===== src/rtl/alu_serial_ctrl.sv =====
// Bit-serial ALU: one 1-bit slice per cycle, LSB first, with a FIXUP step for SLT.
// Result flags are registered at DONE entry and held until the next DONE entry.
module alu_serial_ctrl #(
  parameter int WIDTH = 8
) (
  input  logic             clk,
  input  logic             reset,
  input  logic             start,
  input  logic [2:0]       op,
  input  logic [WIDTH-1:0] a,
  input  logic [WIDTH-1:0] b,
  output logic             busy,
  output logic             done,
  output logic [WIDTH-1:0] result,
  output logic             zero,
  output logic             overflow,
  output logic             illegal_op
);

  localparam int CNT_W = $clog2(WIDTH);

  localparam logic [2:0] OP_AND = 3'b000;
  localparam logic [2:0] OP_OR  = 3'b001;
  localparam logic [2:0] OP_ADD = 3'b010;
  localparam logic [2:0] OP_SUB = 3'b110;
  localparam logic [2:0] OP_SLT = 3'b111;

  typedef enum logic [1:0] {
    S_IDLE  = 2'd0,
    S_RUN   = 2'd1,
    S_FIXUP = 2'd2,
    S_DONE  = 2'd3
  } state_t;

  state_t             r_state;
  state_t             w_next;
  logic [CNT_W-1:0]   r_cnt;
  logic               r_carry;
  logic               r_set;
  logic [2:0]         r_op;
  logic [WIDTH-1:0]   r_a;
  logic [WIDTH-1:0]   r_b;
  logic [WIDTH-1:0]   r_sh;

  logic               w_last;
  logic               w_ai;
  logic               w_bi;
  logic               w_g;
  logic               w_p;
  logic               w_x;
  logic               w_s;
  logic               w_cout;
  logic               w_ov;
  logic               w_bit;
  logic [WIDTH-1:0]   w_res;

  function automatic logic f_legal(input logic [2:0] o);
    return (o == OP_AND) || (o == OP_OR) || (o == OP_ADD) ||
           (o == OP_SUB) || (o == OP_SLT);
  endfunction

  assign w_last = (r_cnt == CNT_W'(WIDTH - 1));

  always_ff @(posedge clk) begin
    if (reset) r_state <= S_IDLE;
    else       r_state <= w_next;
  end

  always_comb begin
    w_next = r_state;
    case (r_state)
      S_IDLE:  if (start) w_next = S_RUN;
      S_RUN:   if (w_last) w_next = (r_op == OP_SLT) ? S_FIXUP : S_DONE;
      S_FIXUP: w_next = S_DONE;
      S_DONE:  w_next = S_IDLE;
      default: w_next = S_IDLE;
    endcase
  end

  always_comb begin
    busy = (r_state != S_IDLE);
    done = (r_state == S_DONE);
  end

  // Operands shift right each RUN cycle, so bit i always sits at position 0 in cycle i.
  always_comb begin
    w_ai   = r_a[0];
    w_bi   = r_b[0] ^ r_op[2];
    w_g    = w_ai & w_bi;
    w_p    = w_ai | w_bi;
    w_x    = w_ai ^ w_bi;
    w_s    = w_x ^ r_carry;
    w_cout = w_g | (w_x & r_carry);
    w_ov   = r_carry ^ w_cout;
    case (r_op)
      OP_AND:         w_bit = w_g;
      OP_OR:          w_bit = w_p;
      OP_ADD, OP_SUB: w_bit = w_s;
      default:        w_bit = 1'b0;
    endcase
    w_res = {w_bit, r_sh[WIDTH-1:1]};
  end

  always_ff @(posedge clk) begin
    case (r_state)
      S_IDLE: begin
        if (start) begin
          r_a  <= a;
          r_b  <= b;
          r_op <= op;
          r_sh <= '0;
        end
      end
      S_RUN: begin
        r_a  <= r_a >> 1;
        r_b  <= r_b >> 1;
        r_sh <= w_res;
        if (w_last) r_set <= w_s ^ w_ov;
      end
      default: ;
    endcase
  end

  always_ff @(posedge clk) begin
    if (reset) begin
      r_cnt      <= '0;
      r_carry    <= 1'b0;
      result     <= '0;
      zero       <= 1'b0;
      overflow   <= 1'b0;
      illegal_op <= 1'b0;
    end else begin
      case (r_state)
        S_IDLE: begin
          if (start) begin
            r_cnt   <= '0;
            r_carry <= (op == OP_SUB) || (op == OP_SLT);
          end
        end
        S_RUN: begin
          r_carry <= w_cout;
          if (w_last) begin
            r_cnt <= '0;
            if (r_op != OP_SLT) begin
              result     <= w_res;
              zero       <= (w_res == '0);
              overflow   <= ((r_op == OP_ADD) || (r_op == OP_SUB)) ? w_ov : 1'b0;
              illegal_op <= !f_legal(r_op);
            end
          end else begin
            r_cnt <= r_cnt + CNT_W'(1);
          end
        end
        // SLT: sign of A-B corrected by its overflow gives the signed less-than bit
        S_FIXUP: begin
          result     <= {{(WIDTH-1){1'b0}}, r_set};
          zero       <= !r_set;
          overflow   <= 1'b0;
          illegal_op <= 1'b0;
        end
        default: ;
      endcase
    end
  end

endmodule

===== config.mk =====
export PLATFORM = sky130hd
export DESIGN_NAME = alu_serial_ctrl
export DESIGN_NICKNAME = d
export VERILOG_FILES = /design/src/rtl/alu_serial_ctrl.sv
export SDC_FILE = /design/constraint.sdc
export NUM_CORES = 1
export LEC_CHECK = 0
export CAP_MARGIN = 20
export CORE_MARGIN = 5
export CORE_UTILIZATION = 52
export CTS_CLUSTER_DIAMETER = 100
export DETAILED_ROUTE_END_ITERATION = 16
export PLACE_DENSITY = 0.81
export SYNTH_ARGS = -nofsm -noshare
export SYNTH_HDL_FRONTEND = slang
export SYNTH_SLANG_ARGS = --single-unit

===== constraint.sdc =====
create_clock -name clk -period 2.75 [get_ports clk]
set_clock_uncertainty 0.1 [all_clocks]
set_input_delay 0.4125 -clock clk [delete_from_list [all_inputs] [get_ports clk]]
set_output_delay 0.4125 -clock clk [all_outputs]
set_load 0.03 [all_outputs]

# Word-level counts from Yosys, hierarchy flattened
# Index checks and enable logic that the tools add are counted.
[op_classes] add_sub_neg=1 reduce_logical=20 n_lt_le_gt_ge=0 muxes=29 bitwise=9 n_div=0 multipliers=0 n_shift=0 n_eq_ne=14
[ops] operator="$pmux W8 S2" count=4
[ops] operator="$mux W8" count=5
[ops] operator="$eq A3 B3 Y1 const B" count=5
[ops] operator="$mux W1" count=9
[ops] operator="$logic_not A8 Y1" count=1
[ops] operator="$pmux W1 S2" count=4
[ops] operator="$pmux W2 S4" count=1
[ops] operator="$reduce_and A2 Y1" count=4
[ops] operator="$logic_or A1 B1 Y1" count=6
[ops] operator="$mux W3" count=2
[ops] operator="$ne A2 B2 Y1 const B" count=3
[ops] operator="$pmux W3 S2" count=1
[ops] operator="$reduce_bool A2 Y1" count=3
[ops] operator="$xor A1 B1 Y1" count=5
[ops] operator="$eq A2 B2 Y1 const B" count=2
[ops] operator="$mux W2" count=2
[ops] operator="$add A3 B1 Y3 const B" count=1
[ops] operator="$eq A3 B1 Y1 const B" count=1
[ops] operator="$eq A3 B2 Y1 const B" count=1
[ops] operator="$logic_not A3 Y1" count=1
[ops] operator="$ne A3 B3 Y1 const B" count=1
[ops] operator="$pmux W1 S3" count=1
[ops] operator="$reduce_and A3 Y1" count=1
[ops] operator="$and A1 B1 Y1" count=2
[ops] operator="5 further kinds" count=7
[word_totals] ff_bits=45 latchBits=0 romBits=0 word_cells=85 out_inout_bits=13 mem_count=0 mem_bits_rw=0

# Longest topological paths before layout
# Gate-level depths: netlist of run 1.
[logic_depth] ltp_word=9 depth_mapped=8 depth_no_buf=7

# Worst setup path after synthesis of run 1
# Ideal clock, no wire load.
[synth_timing] path_kind="register to register" startpoint="reg r_state[1]" endpoint="reg r_cnt[1]" required_time_ns=2.522 path_buffers=1 path_slack_ns=0.794 setup_ns=0.128 path_stages_with_launch=8 t_arrival_ns=1.728 synth_period_minus_slack_ns=1.956 cell_sequence="dfxtp_1 inv_1 ha_1 buf_2 mux2i_1 inv_1 nand3_1 a21oi_1"
[synth_between] elab_chain_cells=3 elab_cells_between_ends=6 classes_between="eq/ne (2); mux (1); reduce/logical (3)"
[synth_rtl] element="start: declaration" line_no="35" text="state_t r_state;"
[synth_rtl] element="start signal: assignment" line_no="66" text="else r_state <= w_next;"
[synth_rtl] element="$eq A2 B1 Y1 / $logic_not A2 Y1 (equally long branches)" line_no="133" text="case (r_state)"
[synth_rtl] element="$reduce_bool A2 Y1 (no line) / $ne A2 B2 Y1 (equally long branches)"
[synth_rtl] element="$reduce_and A2 Y1 (no line)"
[synth_rtl] element="end signal: assignment" line_no="151" text="r_cnt <= r_cnt + CNT_W'(1);"
[synth_rtl] element="end: declaration" line_no="37" text="logic [CNT_W-1:0] r_cnt;"
# Several ways; a longest one is shown, not always the timed one.
# A chain may end at the register's enable or synchronous reset.

# Final worst setup path of run 1
[layout_timing] startpoint="reg r_state[0]" endpoint="out busy"
[layout_between] elab_chain_cells=1
[layout_rtl] element="$reduce_bool A2 Y1" line_no="81" text="busy = (r_state != S_IDLE);"
[layout_rtl] element="end: declaration" line_no="12" text="output logic busy,"
# No other way between the ends.

==> results of run 1 <==
cell families (layout without fill, tap and decap cells):
kind of cell | count (synthesis) | after routing | share of synthesized area
XOR/XNOR | 2 | 2 | 0.008735
multiplexers | 18 | 18 | 0.09981
AND/OR/NAND/NOR | 52 | 52 | 0.1322
flip-flops | 44 | 44 | 0.5739
AO/OA/AOI/OAI | 22 | 22 | 0.08048
buffers and inverters | 17 | 56 | 0.03494
adder cells (fa/ha/maj) | 10 | 10 | 0.06987
power by group through the flow:
stage | combinational, mW | sequential [mW] | clock (mW)
after global placement | 0.620 | 1.00 | 0
after floorplan | 0.444 | 0.999 | 0
final | 0.643 | 0.995 | 0.370
after CTS | 0.648 | 0.996 | 0.386
after global routing | 0.707 | 1.01 | 0.415
after detailed placement | 0.645 | 1.01 | 0
cell type report:
cell class / instances / share of cell area
clock buffers: 7 / 0.03061
clock inverters: 1 / 0.002007
inverters: 11 / 0.01656
multi-input cells: 104 / 0.3146
flip-flops and latches: 44 / 0.4616
well taps: 48 / 0.02408
repair buffers: 37 / 0.1505
metrics by stage:
| step | std cells | utilization | area, um2 | setup slack (ns) | power [mW] |
|---|---|---|---|---|---|
| floorplan | 165 | - | 2006 | 0.7939 | 1.443 |
| global placement | 244 | 0.6540 | 2412 | 0.7393 | 1.624 |
| detailed placement | 244 | 0.6540 | 2412 | 0.6552 | 1.657 |
| CTS | 252 | 0.6761 | 2494 | 0.4163 | 2.031 |
| global route | 252 | 0.6761 | 2494 | 0.3481 | 2.136 |
| finish | 252 | 0.6761 | 2494 | 0.4296 | 2.008 |
worst max-delay path, delay by kind of cell (launching register included):
kind / cells / cell delay, ns
fa+ha+maj: 1 / 0.27
buf+inv: 3 / 0.87
flops: 1 / 0.38
layout by cell type, fill, tap and decap left out, drive strengths merged:
cell type / n
nor2: 15
o21ai: 2
nor2b: 5
a21oi: 9
or2: 1
dfxtp: 17
or3: 2
a221oi: 1
clkinv: 1
edfxtp: 27
nor4: 2
a22oi: 6
a32oi: 1
ha: 8
and2: 7
mux2: 16
nor3: 4
mux2i: 2
buf: 3
clkbuf: 7
a211oi: 1
inv: 11
a311o: 1
and3: 2
nand2b: 2
clkdlybuf4s50: 34
nand3: 2
a2bb2oi: 1
nand2: 10
fa: 2
xor2: 2
path summary, 6_finish.rpt:
path / endpoint / slack [ns] / cells after the start
worst max-delay path: busy / 0.43 / 4
worst min-delay path: result[7] / 0.36 / 2
worst max register to register: zero / 0.66 / 5
worst min register to register: result[7] / 0.36 / 2
layer usage:
metal | routed length (um) | track usage | part of all wire | up-vias
met2 | 1778 | 0.2518 | 0.51 | 26
met1 | 1464 | 0.1677 | 0.42 | 623
met4 | 55 | 0.05428 | 0.016 | 0
met5 | 0 | 0 | 0 | -
li1 | - | - | - | 660
met3 | 175 | 0.04848 | 0.050 | 6
flip-flops by register name, summed over array words and instances (netlist names):
register,count
r_sh,7
r_carry,1
r_cnt,3
r_state,2
result,8
r_a,8
r_set,1
overflow,1
r_b,8
illegal_op,1
r_op,3
zero,1
==> flow_metrics.env, run 1 <==
export IMPL_pin_count=35
export IMPL_ys_top_cells_by_count="edfxtp_1, dfxtp_1, mux2_2, nor2_1, inv_1"
export IMPL_grt_pass1_vias=1387
export IMPL_post_cts_resized=0
export IMPL_multi_input_area_um2=784.5
export IMPL_viasPerCell=5.218
export IMPL_yosysSeqAreaShare=0.5739
export IMPL_fin_crit_ns=2.320
export IMPL_grt_usage=0.1460
export IMPL_initial_core_util=0.5438
export IMPL_avgRoutedWirePerCell_um=13.79
export IMPL_avgSynthCellArea_um2=12.16
export IMPL_synth_largest_area_cell="edfxtp_1"
export IMPL_grt_setup_unrepaired="false"
export IMPL_async_flop_share=0
export IMPL_cp_common_cell="inv_1"
export IMPL_tightest_slew_ns=0.6039
export IMPL_ys_seq_elements=44
export IMPL_maxSlewViolCount=0
export IMPL_vias=1315
export IMPL_final_setup_viol_count=0
export IMPL_crit_arrival_ns=1.81
export IMPL_hp_class="flip-flop to flip-flop"
export IMPL_clkTransAtPathRegs_ns=0.08
export IMPL_num_antenna_cells=0
export IMPL_cts_buffers=5
export IMPL_netlist_instances=165
export IMPL_rows=22
export IMPL_crit_required_ns=2.24
export IMPL_synth_cell_types=32
export IMPL_syn_nets=197
export IMPL_p_int_mw=1.380
export IMPL_slew_headroom=0.5962
export IMPL_cts_tree="built"
export IMPL_fp_coreArea_um2=3689
export IMPL_clk_insertion_delay_late_ns=0.28
export IMPL_p_leak_nw=0.9356
export IMPL_max_vdd_ir_drop_mv=0.5702
export IMPL_hold_viol=0
export IMPL_critPathMaxFanout=6
export IMPL_nets=235
export IMPL_fillerInstances=288
export IMPL_drv_cap=0
export IMPL_power_share_sequential=0.496
export IMPL_place_congestion=0.8513
export IMPL_p_comb_frac=0.320
export IMPL_htree_levels=2
export IMPL_grt_pass1_wl_um=5906
export IMPL_yosysWarnings=0
export IMPL_fmax_ghz=0.4310
export IMPL_fp_dieW_um=72.11
export IMPL_yosysMostFrequentCell="edfxtp_1"
export IMPL_cts_buffer_depth=2
export IMPL_cts_setup_buffers=0
export IMPL_r2r_start="r_op[2]"
export IMPL_path_cells="inv_1 -> ha_1 -> inv_1 -> clkdlybuf4s50_1"
export IMPL_synth_area_um2=2006
export IMPL_cts_root_buf="clkbuf_8"
export IMPL_netlist_top_cells_area="edfxtp_1, dfxtp_1, mux2_2"
export IMPL_wl_um=3474
export IMPL_end_kind="primary output"
export IMPL_ys_flop_type="edfxtp_1"
export IMPL_clock_sinks=44
export IMPL_cp_start_kind="flip-flop"
export IMPL_synth_edf_count=27
export IMPL_finalCritPeriodShare=0.8438
export IMPL_drive_gt1_frac=0.1373
export IMPL_overflow=0
export IMPL_ant_nets=0
export IMPL_p_per_area_nw_per_um2=805.4
export IMPL_port_buffers=34
export IMPL_synth_top_cell_area_share=0.4042
export IMPL_post_dp_hpwl_um=2706
export IMPL_hold_ws_ns=0.3630
export IMPL_tns_ns=0
export IMPL_antenna_found_initial=0
export IMPL_drtIter0Drc=59
export IMPL_dieArea_um2=5199
export IMPL_pwr_share_clk=0.184
export IMPL_postCtsHoldBufs=0
export IMPL_critPathSlowestCell="clkdlybuf4s50_1"
export IMPL_layout_area_overhead_vs_synth_pct=24.33
export IMPL_remaining_drc_errors=0
export IMPL_swShare=0.3127
export IMPL_power_switching_mw=0.6280
export IMPL_die_h_um=72.11
export IMPL_dr_pass1_iters=4
export IMPL_grt_max_degree=21
export IMPL_status="complete, no violations"
export IMPL_cpPeakStageDelay_ns=0.67
export IMPL_worst_setup_path_type="flip-flop to primary output"
export IMPL_register_area_um2=1151
export IMPL_crit_start="r_state[0]"
export IMPL_worstHoldStart="result[7]"
No activity file was read; power rests on OpenSTA's default activity.
==> run 2: changes to the inputs <==
--- a/config.mk
+++ b/config.mk
@@ -7,10 +7,10 @@
 export LEC_CHECK = 0
 export CAP_MARGIN = 20
 export CORE_MARGIN = 5
-export CORE_UTILIZATION = 52
+export CORE_UTILIZATION = 47
 export CTS_CLUSTER_DIAMETER = 100
 export DETAILED_ROUTE_END_ITERATION = 16
-export PLACE_DENSITY = 0.81
+export PLACE_DENSITY = 0.77
 export SYNTH_ARGS = -nofsm -noshare
 export SYNTH_HDL_FRONTEND = slang
 export SYNTH_SLANG_ARGS = --single-unit
==> constraint.sdc (replaced) <==
create_clock -name clk -period 2.1 [get_ports clk]
set_clock_uncertainty 0.1 [all_clocks]
set_input_delay 0.315 -clock clk [delete_from_list [all_inputs] [get_ports clk]]
set_output_delay 0.315 -clock clk [all_outputs]
set_load 0.03 [all_outputs]
==> run 2 against run 1 <==
Compared with the run above:
- sequential share of layout area shrank 1.1 points
- combinational power rose by 36%
- first-iteration DRC count is 6.8% higher
- critical endpoint is now zero
- highest routed layer unchanged
==> flow_metrics.env, run 2 (synthesis gave the netlist of run 1 again) <==
export IMPL_hold_viol=0
export IMPL_met3_length_um=125
export IMPL_power_share_sequential=0.465
export IMPL_wl_um=3942
export IMPL_fp_coreArea_um2=4058
export IMPL_viasPerCell=5.288
export IMPL_drtIter0Drc=63
export IMPL_pin_count=35
export IMPL_p_comb_frac=0.310
export IMPL_fp_dieW_um=75.33
export IMPL_overflow=0
export IMPL_clk_insertion_delay_late_ns=0.29
export IMPL_p_leak_nw=0.9695
export IMPL_num_antenna_cells=0
export IMPL_grt_pass1_vias=1461
export IMPL_finalCritPeriodShare=0.9310
export IMPL_rows=23
export IMPL_crit_required_ns=2.20
export IMPL_place_congestion=0.8461
export IMPL_status="complete, no violations"
export IMPL_max_vdd_ir_drop_mv=0.7020
export IMPL_mostFrequentLayoutCell="clkdlybuf4s50_1"
export IMPL_routed_top_layer="met4"
export IMPL_postCtsHoldBufs=0
export IMPL_cts_buffers=5
export IMPL_port_buffers=34
export IMPL_avgRoutedWirePerCell_um=15.34
export IMPL_crit_family="flip-flops"
export IMPL_instances_no_fill=257
export IMPL_slew_headroom=0.5873
export IMPL_critPathSlowestCell="edfxtp_1"
export IMPL_cts_tree="built"
export IMPL_tightest_slew_ns=0.6171
export IMPL_grt_pass1_wl_um=6762
export IMPL_power_switching_mw=0.8749
export IMPL_swShare=0.3098
export IMPL_htree_levels=2
export IMPL_fin_crit_ns=1.955
export IMPL_cp_start_kind="flip-flop"
export IMPL_maxSlewViolCount=0
export IMPL_dieArea_um2=5674
export IMPL_tns_ns=0
export IMPL_wl_met2_um=2103
export IMPL_path_cells="xor2_2 -> fa_1 -> a32oi_1 -> nand3_1 -> a221oi_1"
export IMPL_crit_arrival_ns=2.06
export IMPL_reg_top3="r_a (8), r_b (8), result (8)"
export IMPL_cts_buffer_depth=2
export IMPL_final_cell_mix="clkdlybuf4s50_1, edfxtp_1, dfxtp_1"
export IMPL_drive_gt1_frac=0.1643
export IMPL_critPathMaxFanout=4
export IMPL_layout_area_overhead_vs_synth_pct=27.32
export IMPL_grt_usage=0.1606
export IMPL_clkTransAtPathRegs_ns=0.08
export IMPL_cpPeakStageDelay_ns=0.48
export IMPL_ant_nets=0
export IMPL_final_setup_viol_count=0
export IMPL_clock_sinks=44
export IMPL_antenna_found_initial=0
export IMPL_cts_root_buf="clkbuf_8"
export IMPL_die_h_um=75.33
export IMPL_vias=1359
export IMPL_nets=238
export IMPL_p_int_mw=1.949
export IMPL_remaining_drc_errors=0
export IMPL_p_per_area_nw_per_um2=1106
export IMPL_end_kind="flip-flop"
export IMPL_dr_pass1_iters=4
export IMPL_pwr_share_clk=0.225
export IMPL_drv_cap=0
export IMPL_met1_length_um=1592
export IMPL_dp_cells=249
export IMPL_initial_core_util=0.4943
export IMPL_path_buf_inv=0
export IMPL_grt_max_degree=19
export IMPL_hp_class="flip-flop to flip-flop"
export IMPL_worst_setup_path_type="flip-flop to flip-flop"
export IMPL_fmax_ghz=0.5115
export IMPL_post_dp_hpwl_um=3004
export IMPL_grt_setup_unrepaired="false"
## run 2: cell types whose count changed in the layout (fill, tap and decap cells not counted)
cell / before / now
clkdlybuf4s50_1: 34 / 33
xor2_1: 2 / 1
inv_4: 0 / 1
buf_4: 2 / 5
xor2_2: 0 / 1
dlygate4sd2_1: 0 / 1
bufinv_16: 0 / 1
clkbuf_1: 2 / 0
## run 2: repair_timing
action | 4_1_cts | 5_1_grt
gates resized for setup | 1 | 1
cloned | 0 | 0
buffers inserted | 0 | 0
endpoints found under the hold margin | 0 | 0
pin swaps | 0 | 0
setup endpoints to repair | 1 | 1
## run 2: worst paths after layout
| check | startpoint | endpoint | slack (ns) | depth (start not counted) |
|---|---|---|---|---|
| max | r_op[2] | zero | 0.14 | 5 |
| min | illegal_op | illegal_op | 0.35 | 2 |
| max reg2reg | r_op[2] | zero | 0.14 | 5 |
| min reg2reg | illegal_op | illegal_op | 0.35 | 2 |
## run 2: final cells by class
| cell class | count | area, um2 |
|---|---|---|
| Timing Repair Buffer | 40 | 396.6 |
| Inverter | 11 | 41.29 |
| Tap cell | 50 | 62.56 |
| Clock buffer | 5 | 68.82 |
| Sequential cell | 44 | 1151 |
| Multi-Input combinational cell | 104 | 792.0 |
| Clock inverter | 3 | 41.29 |
| Fill cell | 324 | 1504 |
## run 2: worst reg2reg max path: cells and delay by family (launching register included)
family | cells | cell delay [ns]
flip-flops | 1 | 0.48
adder cells (fa/ha/maj) | 1 | 0.46
AO/OA/AOI/OAI | 2 | 0.48
XOR/XNOR | 1 | 0.23
AND/OR/NAND/NOR | 1 | 0.12
## run 2: stage by stage
step                      cell area, um2  utilization  worst slack [ns]  total power [mW]  hold WS, ns
after floorplan                     2006            -            0.1439             1.890       0.3139
after global placement              2437       0.6007            0.1925             2.157       0.3415
after detailed placement            2437       0.6007           0.08249             2.217       0.3457
after CTS                           2546       0.6275           0.07322             2.841       0.3582
after global routing                2554       0.6294           0.03060             3.010       0.3782
final                               2554       0.6294            0.1449             2.824       0.3546
## run 2: metal layers
metal	GRT usage	up-vias
li1	-	658
met4	0.06796	0
met5	0	-
met2	0.2790	30
met1	0.1888	659
met3	0.03958	12
## run 2: power groups by stage
stage,clock [mW],combinational (mW),sequential (mW)
2_1_floorplan,0,0.581,1.31
3_3_place_gp,0,0.845,1.31
3_5_place_dp,0,0.889,1.33
4_1_cts,0.648,0.884,1.31
5_1_grt,0.700,0.975,1.33
6_report,0.637,0.875,1.31
==> run 3: changes to the inputs <==
--- a/config.mk
+++ b/config.mk
@@ -6,11 +6,12 @@
 export NUM_CORES = 1
 export LEC_CHECK = 0
 export CAP_MARGIN = 20
-export CORE_MARGIN = 5
+export CORE_MARGIN = 8
 export CORE_UTILIZATION = 47
 export CTS_CLUSTER_DIAMETER = 100
 export DETAILED_ROUTE_END_ITERATION = 16
 export PLACE_DENSITY = 0.77
+export REMOVE_ABC_BUFFERS = 1
 export SYNTH_ARGS = -nofsm -noshare
 export SYNTH_HDL_FRONTEND = slang
 export SYNTH_SLANG_ARGS = --single-unit
==> run 3 against run 2 <==
Compared with the run above:
- sequential share of layout area increased by 0.81 points
- combinational power down 2.4%
- flip-flop and latch count unchanged
- power shrank 5.5%
- clock-buffer cell count increased by 2
- first-iteration DRC count grew 94%
- setup slack lost 0.051 ns
- via count shrank 0.88%
- critical path depth did not move
- cell count fell by 0.78%
- highest routed layer unchanged
==> flow_metrics.env, run 3 (synthesis gave the netlist of run 1 again) <==
export IMPL_status="complete, no violations"
export IMPL_cpPeakStageDelay_ns=0.48
export IMPL_cts_buffers=5
export IMPL_reg_top3="r_a (8), r_b (8), result (8)"
export IMPL_clock_sinks=44
export IMPL_finalCritPeriodShare=0.9552
export IMPL_hold_ws_ns=0.3545
export IMPL_layout_area_overhead_vs_synth_pct=25.08
export IMPL_max_vdd_ir_drop_mv=0.4359
export IMPL_rows=23
export IMPL_multi_input_area_um2=792.0
export IMPL_postCtsHoldBufs=0
export IMPL_clk_insertion_delay_late_ns=0.29
export IMPL_hold_viol=0
export IMPL_vias=1347
export IMPL_p_leak_nw=0.9417
export IMPL_end_kind="flip-flop"
export IMPL_worst_setup_path_type="flip-flop to flip-flop"
export IMPL_drtIter0Drc=122
export IMPL_grt_pass1_vias=1431
export IMPL_fin_ws_ns=0.09398
export IMPL_htree_levels=2
export IMPL_finalPower_mw=2.670
export IMPL_place_congestion=0.7819
export IMPL_critPathMaxFanout=4
export IMPL_fmax_ghz=0.4985
export IMPL_clkTransAtPathRegs_ns=0.08
export IMPL_final_setup_viol_count=0
export IMPL_grt_pass1_wl_um=6513
export IMPL_dieArea_um2=6614
export IMPL_p_per_area_nw_per_um2=1064
export IMPL_grt_max_degree=26
export IMPL_viasPerCell=5.282
export IMPL_fillerInstances=332
export IMPL_initial_core_util=0.4943
export IMPL_antenna_found_initial=0
export IMPL_tightest_slew_ns=0.6602
export IMPL_drive_gt1_frac=0.1415
export IMPL_maxSlewViolCount=0
export IMPL_overflow=0
export IMPL_fin_crit_ns=2.006
export IMPL_remaining_drc_errors=0
export IMPL_cts_root_buf="clkbuf_8"
export IMPL_num_antenna_cells=0
export IMPL_critPathSlowestCell="edfxtp_1"
export IMPL_fp_coreArea_um2=4058
export IMPL_pin_count=35
export IMPL_cts_buffer_depth=2
export IMPL_mostFrequentLayoutCell="clkdlybuf4s50_1"
export IMPL_wl_um=3971
export IMPL_cts_setup_buffers=0
export IMPL_crit_required_ns=2.19
export IMPL_port_buffers=34
export IMPL_grt_usage=0.1277
export IMPL_drv_cap=0
export IMPL_post_dp_hpwl_um=2924
export IMPL_crit_arrival_ns=2.10
export IMPL_path_cells="xor2_2 -> fa_1 -> a32oi_1 -> nand3_1 -> a221oi_1"
export IMPL_grt_setup_unrepaired="false"
export IMPL_final_cell_mix="clkdlybuf4s50_1, edfxtp_1, dfxtp_1"
export IMPL_dr_pass1_iters=4
export IMPL_pre_cts_ws_ns=0.04092
export IMPL_slew_headroom=0.5585
export IMPL_cp_start_kind="flip-flop"
export IMPL_nets=236
export IMPL_avgRoutedWirePerCell_um=15.57
export IMPL_fp_dieW_um=81.33
export IMPL_die_h_um=81.33
export IMPL_ant_nets=0
export IMPL_cts_tree="built"
export IMPL_register_area_um2=1151
export IMPL_final_core_util=0.6183
export IMPL_hp_class="flip-flop to flip-flop"
==> run 3: changes by cell type in the layout (fill, tap and decap cells not counted) <==
cell / before / now
inv_4: 1 / 0
buf_4: 5 / 3
clkbuf_1: 0 / 2
clkinv_2: 1 / 0
clkinv_1: 0 / 1
bufinv_16: 1 / 0
==> run 3: layout make-up <==
type,count,area share
Clock inverter,1,0.001496
Multi-Input combinational cell,104,0.3157
Inverter,11,0.01646
Clock buffer,7,0.03042
Tap cell,50,0.02494
Sequential cell,44,0.4589
Timing Repair Buffer,38,0.1521
==> run 3: layer usage <==
layer / up-vias / GRT usage / wire length [um]
met5: - / 0 / 0
met3: 11 / 0.04525 / 266
met1: 641 / 0.1478 / 1697
met2: 38 / 0.2005 / 1904
li1: 657 / - / -
met4: 0 / 0.07321 / 102
==> run 3: repair_timing <==
| item | CTS | global route |
|---|---|---|
| gates resized for setup | 1 | 1 |
| cloned | 0 | 0 |
| endpoints found under the setup margin | 1 | 1 |
==> run 3: critical path, delay by kind of cell, from the launching register on <==
kind	cells	cell delay (ns)
compound gates	2	0.52
xor+xnor	1	0.23
fa+ha+maj	1	0.44
simple gates	1	0.12
flops	1	0.48
==> run 3: final timing paths <==
kind	from	end	slack [ns]	cells past startpoint
worst max-delay path	r_op[2]	zero	0.09	5
worst min-delay path	result[7]	result[7]	0.35	2
worst max register to register	r_op[2]	zero	0.09	5
worst min register to register	result[7]	result[7]	0.35	2
==> run 3: report_power, final <==
group | total [mW] | switching, mW | internal, mW | leakage (nW)
combinational | 0.854 | 0.469 | 0.385 | 0.501
sequential | 1.31 | 0.118 | 1.19 | 0.401
clock | 0.506 | 0.274 | 0.232 | 0.0399
==> run 3: per-stage QoR <==
stage                     instances  TNS [ns]  cell area, um2
after global placement          247         0            2422
final                           255         0            2509
after global routing            255         0            2509
after CTS                       255         0            2501
after detailed placement        247         0            2422
after floorplan                 159    -7.666            1977
